==> config.mk <==
export PLATFORM = sky130hd
export DESIGN_NAME = bcd_scan_ctrl
export DESIGN_NICKNAME = d
export VERILOG_FILES = /design/src/rtl/bcd_scan_ctrl.sv
export SDC_FILE = /design/constraint.sdc
export NUM_CORES = 1
export LEC_CHECK = 0
export ABC_AREA = 0
export CORE_UTILIZATION = 45
export CTS_BUF_LIST = sky130_fd_sc_hd__clkbuf_4
export DETAILED_ROUTE_END_ITERATION = 16
export PLACE_DENSITY = 0.79
export SYNTH_ARGS = -nofsm -noshare
export SYNTH_HDL_FRONTEND = slang
export SYNTH_SLANG_ARGS = --single-unit
==> constraint.sdc <==
create_clock -name Clock -period 4.42 [get_ports Clock]
set_input_delay 0.884 -clock Clock [delete_from_list [all_inputs] [get_ports Clock]]
set_output_delay 0.884 -clock Clock [all_outputs]
set_load 0.1 [all_outputs]
==> src/rtl/bcd_scan_ctrl.sv <==
// -----------------------------------------------------------------------------
// bcd_scan_ctrl
//
// Purpose:
//   Converts NUM_CH 4-bit channel values into tens/ones decimal digits using a
//   single shared converter, one channel per clock, and commits the finished
//   digit set atomically. Independently scans the committed digits onto one
//   digit bus with a one-hot position select for a multiplexed 7-segment
//   display.
//
// Parameters:
//   NUM_CH       number of 4-bit input channels (1..8)
//   REFRESH_DIV  clock cycles spent on each display position (>= 2)
//
// Ports:
//   Clock    in   system clock, rising edge
//   Resetn   in   synchronous active-low reset
//   Load     in   conversion request, honoured only while idle
//   V_all    in   channel values, channel k = V_all[4k+3:4k]
//   Busy     out  snapshot held / conversion in progress
//   Done     out  one-cycle pulse when a new digit set is committed
//   D1       out  committed tens digit per channel (0 or 1)
//   D0       out  committed ones digit per channel (0..9)
//   Sel      out  one-hot display position (bit 2k = ch k ones, 2k+1 = tens)
//   Digit    out  value for the selected position
//   Blank    out  selected position should be blanked
//
// Build option:
//   BCD_BLANK_LEADING_EN  when defined, Blank is raised on a tens position whose
//                         tens digit is 0 (leading-zero suppression). When not
//                         defined, Blank is constant 0.
// -----------------------------------------------------------------------------
module bcd_scan_ctrl #(
  parameter int NUM_CH      = 4,
  parameter int REFRESH_DIV = 1000
) (
  input  logic                  Clock,
  input  logic                  Resetn,
  input  logic                  Load,
  input  logic [4*NUM_CH-1:0]   V_all,
  output logic                  Busy,
  output logic                  Done,
  output logic [NUM_CH-1:0]     D1,
  output logic [4*NUM_CH-1:0]   D0,
  output logic [2*NUM_CH-1:0]   Sel,
  output logic [3:0]            Digit,
  output logic                  Blank
);

  localparam int IDX_W = (NUM_CH > 1) ? $clog2(NUM_CH) : 1;
  localparam int POS_W = $clog2(2 * NUM_CH);
  localparam int DIV_W = $clog2(REFRESH_DIV);

  typedef enum logic [1:0] {
    ST_IDLE   = 2'd0,
    ST_CONV   = 2'd1,
    ST_COMMIT = 2'd2
  } state_t;

  state_t state_reg, state_next;

  logic capture_en;
  logic conv_en;
  logic commit_en;
  logic busy_next;

  logic [4*NUM_CH-1:0] snap_reg;
  logic [IDX_W-1:0]    idx_reg;
  logic [NUM_CH-1:0]   tens_shadow_reg;
  logic [4*NUM_CH-1:0] ones_shadow_reg;
  logic [NUM_CH-1:0]   d1_reg;
  logic [4*NUM_CH-1:0] d0_reg;
  logic                done_reg;

  logic [3:0] conv_val;
  logic       conv_tens;
  logic [3:0] conv_ones;

  // ---------------------------------------------------------------------------
  // Conversion FSM: state register
  // ---------------------------------------------------------------------------
  always_ff @(posedge Clock) begin
    if (!Resetn) begin
      state_reg <= ST_IDLE;
    end else begin
      state_reg <= state_next;
    end
  end

  // Next-state logic
  always_comb begin
    state_next = state_reg;
    case (state_reg)
      ST_IDLE:   if (Load) state_next = ST_CONV;
      ST_CONV:   if (idx_reg == IDX_W'(NUM_CH - 1)) state_next = ST_COMMIT;
      ST_COMMIT: state_next = ST_IDLE;
      default:   state_next = ST_IDLE;
    endcase
  end

  // Output / control decode
  always_comb begin
    capture_en = 1'b0;
    conv_en    = 1'b0;
    commit_en  = 1'b0;
    busy_next  = 1'b0;
    case (state_reg)
      ST_IDLE:   capture_en = Load;
      ST_CONV:   begin conv_en   = 1'b1; busy_next = 1'b1; end
      ST_COMMIT: begin commit_en = 1'b1; busy_next = 1'b1; end
      default:   ;
    endcase
  end

  assign Busy = busy_next;

  // ---------------------------------------------------------------------------
  // Shared converter: selects the snapshot channel addressed by idx_reg.
  // ---------------------------------------------------------------------------
  always_comb begin
    conv_val = 4'd0;
    for (int i = 0; i < NUM_CH; i++) begin
      if (idx_reg == IDX_W'(i)) conv_val = snap_reg[4*i +: 4];
    end
  end

  assign conv_tens = (conv_val > 4'd9);
  assign conv_ones = conv_tens ? (conv_val - 4'd10) : conv_val;

  // ---------------------------------------------------------------------------
  // Snapshot, channel index, shadow digits and committed digits
  // ---------------------------------------------------------------------------
  always_ff @(posedge Clock) begin
    if (!Resetn) begin
      snap_reg        <= '0;
      idx_reg         <= '0;
      tens_shadow_reg <= '0;
      ones_shadow_reg <= '0;
      d1_reg          <= '0;
      d0_reg          <= '0;
      done_reg        <= 1'b0;
    end else begin
      done_reg <= commit_en;
      if (capture_en) begin
        snap_reg <= V_all;
        idx_reg  <= '0;
      end
      if (conv_en) begin
        idx_reg <= idx_reg + 1'b1;
        for (int i = 0; i < NUM_CH; i++) begin
          if (idx_reg == IDX_W'(i)) begin
            tens_shadow_reg[i]       <= conv_tens;
            ones_shadow_reg[4*i +: 4] <= conv_ones;
          end
        end
      end
      // Whole set moves at once so the outputs never show a mixed set.
      if (commit_en) begin
        d1_reg <= tens_shadow_reg;
        d0_reg <= ones_shadow_reg;
      end
    end
  end

  assign D1   = d1_reg;
  assign D0   = d0_reg;
  assign Done = done_reg;

  // ---------------------------------------------------------------------------
  // Display scan: free-running, independent of the conversion FSM
  // ---------------------------------------------------------------------------
  logic [DIV_W-1:0]    div_reg;
  logic [DIV_W-1:0]    div_next;
  logic                div_wrap;
  logic [POS_W-1:0]    pos_reg;
  logic [POS_W-1:0]    pos_next;
  logic [2*NUM_CH-1:0] sel_reg;
  logic [2*NUM_CH-1:0] sel_next;
  logic [3:0]          digit_reg;
  logic [3:0]          digit_next;

  assign div_wrap = (div_reg == DIV_W'(REFRESH_DIV - 1));
  assign div_next = div_wrap ? '0 : (div_reg + 1'b1);

  always_comb begin
    pos_next = pos_reg;
    if (div_wrap) begin
      pos_next = (pos_reg == POS_W'(2*NUM_CH - 1)) ? '0 : (pos_reg + 1'b1);
    end
  end

  // Sel, Digit and Blank are all derived from pos_next so they register on
  // the same edge and stay aligned with each other.
  genvar gi;
  generate
    for (gi = 0; gi < 2*NUM_CH; gi++) begin : g_sel
      assign sel_next[gi] = (pos_next == POS_W'(gi));
    end
  endgenerate

  always_comb begin
    digit_next = 4'd0;
    for (int i = 0; i < NUM_CH; i++) begin
      if (pos_next == POS_W'(2*i))     digit_next = d0_reg[4*i +: 4];
      if (pos_next == POS_W'(2*i + 1)) digit_next = {3'b000, d1_reg[i]};
    end
  end

  always_ff @(posedge Clock) begin
    if (!Resetn) begin
      div_reg   <= '0;
      pos_reg   <= '0;
      sel_reg   <= (2*NUM_CH)'(1);
      digit_reg <= 4'd0;
    end else begin
      div_reg   <= div_next;
      pos_reg   <= pos_next;
      sel_reg   <= sel_next;
      digit_reg <= digit_next;
    end
  end

  assign Sel   = sel_reg;
  assign Digit = digit_reg;

`ifdef BCD_BLANK_LEADING_EN
  logic blank_next;
  logic blank_reg;

  // Only tens positions can be suppressed; ones digits are always shown.
  always_comb begin
    blank_next = 1'b0;
    for (int i = 0; i < NUM_CH; i++) begin
      if (pos_next == POS_W'(2*i + 1)) blank_next = ~d1_reg[i];
    end
  end

  always_ff @(posedge Clock) begin
    if (!Resetn) begin
      blank_reg <= 1'b0;
    end else begin
      blank_reg <= blank_next;
    end
  end

  assign Blank = blank_reg;
`else
  assign Blank = 1'b0;
`endif

endmodule
==> results of run 1 <==
through the flow:
step                      hold WS [ns]  cells  area, um2
after floorplan                  0.430    432       3770
after global placement           0.446    565       4330
after detailed placement         0.450    565       4330
after CTS                        0.468    580       4450
after global routing             0.489    580       4450
final                            0.463    580       4450
Yosys cell counts (5+ instances only):
cell type	number	area (um2)
ha_1	12	150
and3_1	8	50.1
and2_1	7	43.8
nand3b_1	9	67.6
nand2b_1	10	62.6
nand2_1	70	263
a21oi_1	39	195
dfxtp_1	86	1720
clkbuf_1	16	60.1
nor2_1	42	158
mux2i_1	31	310
nand3_1	10	50.1
inv_1	9	33.8
o21ai_0	13	65.1
buf_2	5	25.0
a211oi_1	9	67.6
per-layer routing:
metal | vias up | global-route usage [%] | wire length, um
met5 | - | 0 | 0
met4 | 0 | 6.92 | 108
met3 | 12 | 4.39 | 384
met2 | 83 | 33.9 | 3910
met1 | 1428 | 24.1 | 3540
li1 | 1562 | - | -
worst min-delay path by stage:
stage	endpoint	from
floorplan	div_reg[0]	div_reg[0]
global placement	snap_reg[0]	snap_reg[0]
detailed placement	snap_reg[0]	snap_reg[0]
CTS	snap_reg[0]	snap_reg[0]
global route	tens_shadow_reg[1]	tens_shadow_reg[1]
finish	snap_reg[15]	snap_reg[15]
kinds of logic (layout without fill, tap and decap cells):
| group | count (synthesis) | count (layout) | synth area share, % |
|---|---|---|---|
| AO/OA/AOI/OAI | 80 | 80 | 13.1 |
| XOR/XNOR | 8 | 8 | 1.86 |
| adder cells (fa/ha/maj) | 12 | 12 | 3.98 |
| buffers and inverters | 36 | 79 | 3.95 |
| flip-flops | 86 | 86 | 45.6 |
| multiplexers | 33 | 33 | 8.82 |
| other | 1 | 1 | 0.0994 |
| AND/OR/NAND/NOR | 176 | 176 | 22.6 |
placed cells by master (no fill, tap or decap), types with 2 or more instances in the layout:
master,n
nand3_1,10
o22ai_1,3
clkinv_1,3
nor3_1,3
inv_1,9
nand2b_1,10
mux2_2,2
nor2b_1,4
mux2i_1,31
o21ai_0,13
xor2_1,4
a221oi_1,2
a21oi_1,39
clkbuf_4,9
buf_4,2
o21a_1,2
a211oi_1,9
and2_1,7
and3_1,8
clkdlybuf4s50_1,52
nor3b_1,3
xnor2_1,4
dfxtp_1,86
nand3b_1,9
o211ai_1,3
nand2_1,70
ha_1,12
nor2_1,42
power by group:
| group | leakage (nW) | switching [mW] | internal (mW) |
|---|---|---|---|
| Combinational | 0.797 | 0.102 | 0.0584 |
| Sequential | 0.697 | 0.0139 | 0.798 |
| Clock | 0.0643 | 0.249 | 0.163 |
| Total | 1.56 | 0.365 | 1.02 |
critical path, cell delays in order, from the launching register on:
cell	delay, ns
dfxtp_1	0.36
inv_1	0.10
ha_1	0.29
clkdlybuf4s50_1	1.12
layout make-up:
class,count,area (um2)
Tap cell,105,131
Clock inverter,6,53.8
Inverter,10,37.5
Timing Repair Buffer,54,536
Multi-Input combinational cell,310,1900
Sequential cell,86,1720
Fill cell,746,3720
Clock buffer,9,67.6
==> results.ini, run 1 <==
[clocking]
cts_root_buf = clkbuf_4
clk_latency_ns = 0.43
numCtsBuffers = 9
cts_setup_buffers = 0
ctsResizeCount = 0
cts_buffer_depth = 2
clkTransAtPathRegs_ns = 0.12
cts_tree = built
holdBufCountCts = 0
cts_sinks = 86
cts_max_level = 3

[pwr]
leakage_nw = 1.56
power_mw = 1.38
ir_worst_vdd_uv = 169
power_density_nw_per_um2 = 311

[synth]
syn_nets = 463
ys_seq_area_share_pct = 45.6
syn_inst = 432
netlist_area_um2 = 3770
ys_seq_elements = 86
yosysWarnings = 0
synth_cell_types = 49
async_flop_share_pct = 0
avgSynthCellArea_um2 = 8.74
synth_edf_count = 0
synth_flop_cell = dfxtp_1

[timing]
worst_pin_slew_ns = 1.19
slew_headroom_pct = 20.7
finalSetupViolCount = 0
fmax_mhz = 315
layout_min_cycle_time_ns = 3.18
hold_viol = 0
setup_tns_ns = 0
layout_setup_ws_ns = 1.24
fin_skew_ns = 0.0128
maxSlewViolCount = 0
rsz0062_at_grt = false
finalCritPeriodShare_pct = 71.9

[setup_path]
cp.required_ns = 3.54
rr_startpoint = idx_reg[1]
crit_fanout = 4
r2r-end = ones_shadow_reg[7]
reg2reg_setup_slack_ns = 2.12
endpoint_kind = output port
crit_arrival_ns = 2.29
critical_path_class = reg -> out
startpoint = state_reg[0]
ff2ff_path_depth = 8
crit_end = Busy
startpoint_type = flop

[die]
initial_utilization_pct = 46.2
design.core.area_um2 = 8180
die_y_um = 93.6
die_w_um = 93.6
fp.dieArea_um2 = 8760
row_count = 33
pin_count = 54

[global_routing]
grt_overflow = 0
grt_pass1_vias = 2900
grt_first_pass_wirelength_um = 13500
grt_max_degree = 55
track_usage_pct = 19.7
antenna_found_initial = 0

[route]
drt_pass1_iterations = 5
vias_per_cell = 5.32
drt-wirelength-per-cell_um = 13.7
final_antenna_net_count = 0
drc = 0
vias = 3085
drt-total-wl_um = 7950
drtIter0Drc = 235

[placed_design]
place_ws_ns = 1.55
gp_congestion = 0.836
detailed_place_hpwl_um = 5730
portBuffers = 52

[layout]
final_util_pct = 54.4
drive_gt1_share_pct = 5.26
n_antenna_cell = 0
num-nets-final = 502
area_delta_synth_final_pct = 17.9

[min_path]
hp-class = reg -> reg
whs_path_depth = 2

[run_status]
outcome = finished clean

[flow_run]
drv_cap = 0

Note: power is estimated with default switching activity, not from simulation.
==> run 2, diff against run 1 <==
clock period = 3 ns   (was 4.42 ns; I/O delays follow)
==> run 2 against run 1 <==
Net effect:
- non-clock buffer count rose by 2
- utilization is 0.31 points lower
- flip-flop and latch count unchanged
- wire length shrank 1.7%
- count of clock-buffer cells in the layout is 2 higher
- cell area fell by 0.56%
- first-iteration DRC count fell by 46%
- die area unchanged
- via count decreased by 0.65%
- critical path type is now reg -> reg
- power grew 57%
- sequential power up 48%
==> results.ini, run 2 (synthesis results as in run 1) <==
[clocking]
cts_root_buf = clkbuf_4
cts_buffer_depth = 2  ; unchanged
holdBufCountCts = 0  ; unchanged
ctsResizeCount = 0  ; unchanged
cts_tree = built
clk_latency_ns = 0.43  ; about the same
numCtsBuffers = 9  ; unchanged
cts_sinks = 86  ; unchanged
clkTransAtPathRegs_ns = 0.12  ; about the same
cts_max_level = 3  ; unchanged
cts_setup_buffers = 0  ; unchanged

[layout]
drive_gt1_share_pct = 13.6  ; +8.3 points
area_delta_synth_final_pct = 17.3
final_cell_mix = dfxtp_1 (86), nand2_1 (70), nor2_1 (42)
final_cells = 583  ; +0.52%
n_antenna_cell = 0  ; unchanged
num-nets-final = 504  ; +0.40%
layout_commonest_cell = dfxtp_1

[pwr]
ir_worst_vdd_uv = 437  ; +160%
power_mw = 2.18  ; +57%
power_density_nw_per_um2 = 492  ; +58%
p_sw_share_pct = 25.6  ; -0.75 points
internal_power_mw = 1.62  ; +59%
p_switching_mw = 0.558  ; +53%
pwr-share-clk_pct = 34.1  ; +4.3 points
seqPwrFrac_pct = 55.0  ; -3.6 points
leakage_nw = 1.66  ; +6.2%
power_frac_comb_pct = 10.9  ; -0.7 points

[timing]
rsz0062_at_grt = false
fin_skew_ns = 0.0176  ; +0.00476 ns
whs_ns = 0.469  ; +0.00616 ns
setup_tns_ns = 0  ; unchanged
hold_viol = 0  ; unchanged
maxSlewViolCount = 0  ; unchanged
slew_headroom_pct = 55.0  ; +34 points
finalCritPeriodShare_pct = 74.5
layout_min_cycle_time_ns = 2.24
finalSetupViolCount = 0  ; unchanged
fmax_mhz = 447
worst_pin_slew_ns = 0.671  ; -0.518 ns

[die]
die_w_um = 93.6  ; unchanged
pin_count = 54  ; unchanged
fp.dieArea_um2 = 8760  ; unchanged
design.core.area_um2 = 8180  ; unchanged
row_count = 33  ; unchanged
initial_utilization_pct = 46.2  ; unchanged
die_y_um = 93.6  ; unchanged

[setup_path]
critical_path_class = reg -> reg
crit_arrival_ns = 2.59  ; +0.30 ns
crit_fanout = 10  ; +6
cp.required_ns = 3.36  ; -0.18 ns
startpoint_type = flop
endpoint_kind = flop
rr_startpoint = idx_reg[1]
startpoint = idx_reg[1]

[flow_run]
drv_cap = 0  ; unchanged

[route]
vias_per_cell = 5.26  ; -1.2%
drtIter0Drc = 126  ; -46%
vias = 3065  ; -0.65%
drt-wirelength-per-cell_um = 13.4  ; -2.2%
drt-total-wl_um = 7810  ; -1.7%
drc = 0  ; unchanged
final_antenna_net_count = 0  ; unchanged
drt_pass1_iterations = 4  ; -1

[global_routing]
grt_first_pass_wirelength_um = 13200  ; -2.5%
grt_pass1_vias = 2945  ; +1.6%
antenna_found_initial = 0  ; unchanged
grt_overflow = 0  ; unchanged
grt_max_degree = 55  ; unchanged
track_usage_pct = 19.0  ; -0.68 points

[placed_design]
gp_congestion = 0.854  ; +2.2%
detailed_place_hpwl_um = 5700  ; -0.66%
placed_cells = 567  ; +0.35%
portBuffers = 52  ; unchanged

[min_path]
hp-start = tens_shadow_reg[3]
hp-class = reg -> reg

[run_status]
outcome = finished clean

[run 2: final cells by class]
cell class                 count  area (um2)
clock buffer                  11        82.6
inverter                      10        37.5
tap                          105         131
clock inverter                 5        83.8
multi-input combinational    310        1900
fill                         738        3750
sequential                    86        1720
timing repair buffer          56         465
[run 2: routing by layer]
metal | part of all wire, % | routed length [um] | GRT usage (%)
met1 | 45 | 3500 | 22.9
met2 | 48 | 3740 | 32.4
met3 | 6.0 | 465 | 5.93
met4 | 1.5 | 114 | 5.77
met5 | 0 | 0 | 0
[run 2: path summary, 6_finish.rpt]
check                       end  slack (ns)  cells past startpoint
min reg2reg  tens_shadow_reg[3]        0.47                      2
min          tens_shadow_reg[3]        0.47                      2
max          ones_shadow_reg[2]        0.76                      9
max reg2reg  ones_shadow_reg[2]        0.76                      9
[run 2: power groups by stage]
stage               registers (mW)  logic, mW  clock network (mW)
finish                        1.20      0.237               0.744
global route                  1.20      0.267               0.812
CTS                           1.20      0.237               0.757
detailed placement            1.22      0.236                   0
global placement              1.22      0.228                   0
floorplan                     1.22      0.178                   0
[run 2: through the flow]
step           instance area (um2)  worst slack, ns  utilization, %
6_report                      4430            0.764            54.1
5_1_grt                       4430            0.497            54.1
4_1_cts                       4430            0.780            54.1
3_5_place_dp                  4260            0.806            52.1
3_3_place_gp                  4260            0.863            52.1
2_1_floorplan                 3770             1.03               -
[run 2: critical path, stage by stage (launching register included)]
cell	delay (ns)
dfxtp_1	0.40
inv_1	0.08
ha_1	0.28
nand3b_1	0.20
a211oi_1	0.41
inv_1	0.12
ha_1	0.31
nand2_1	0.12
nand3b_1	0.10
a21oi_1	0.14
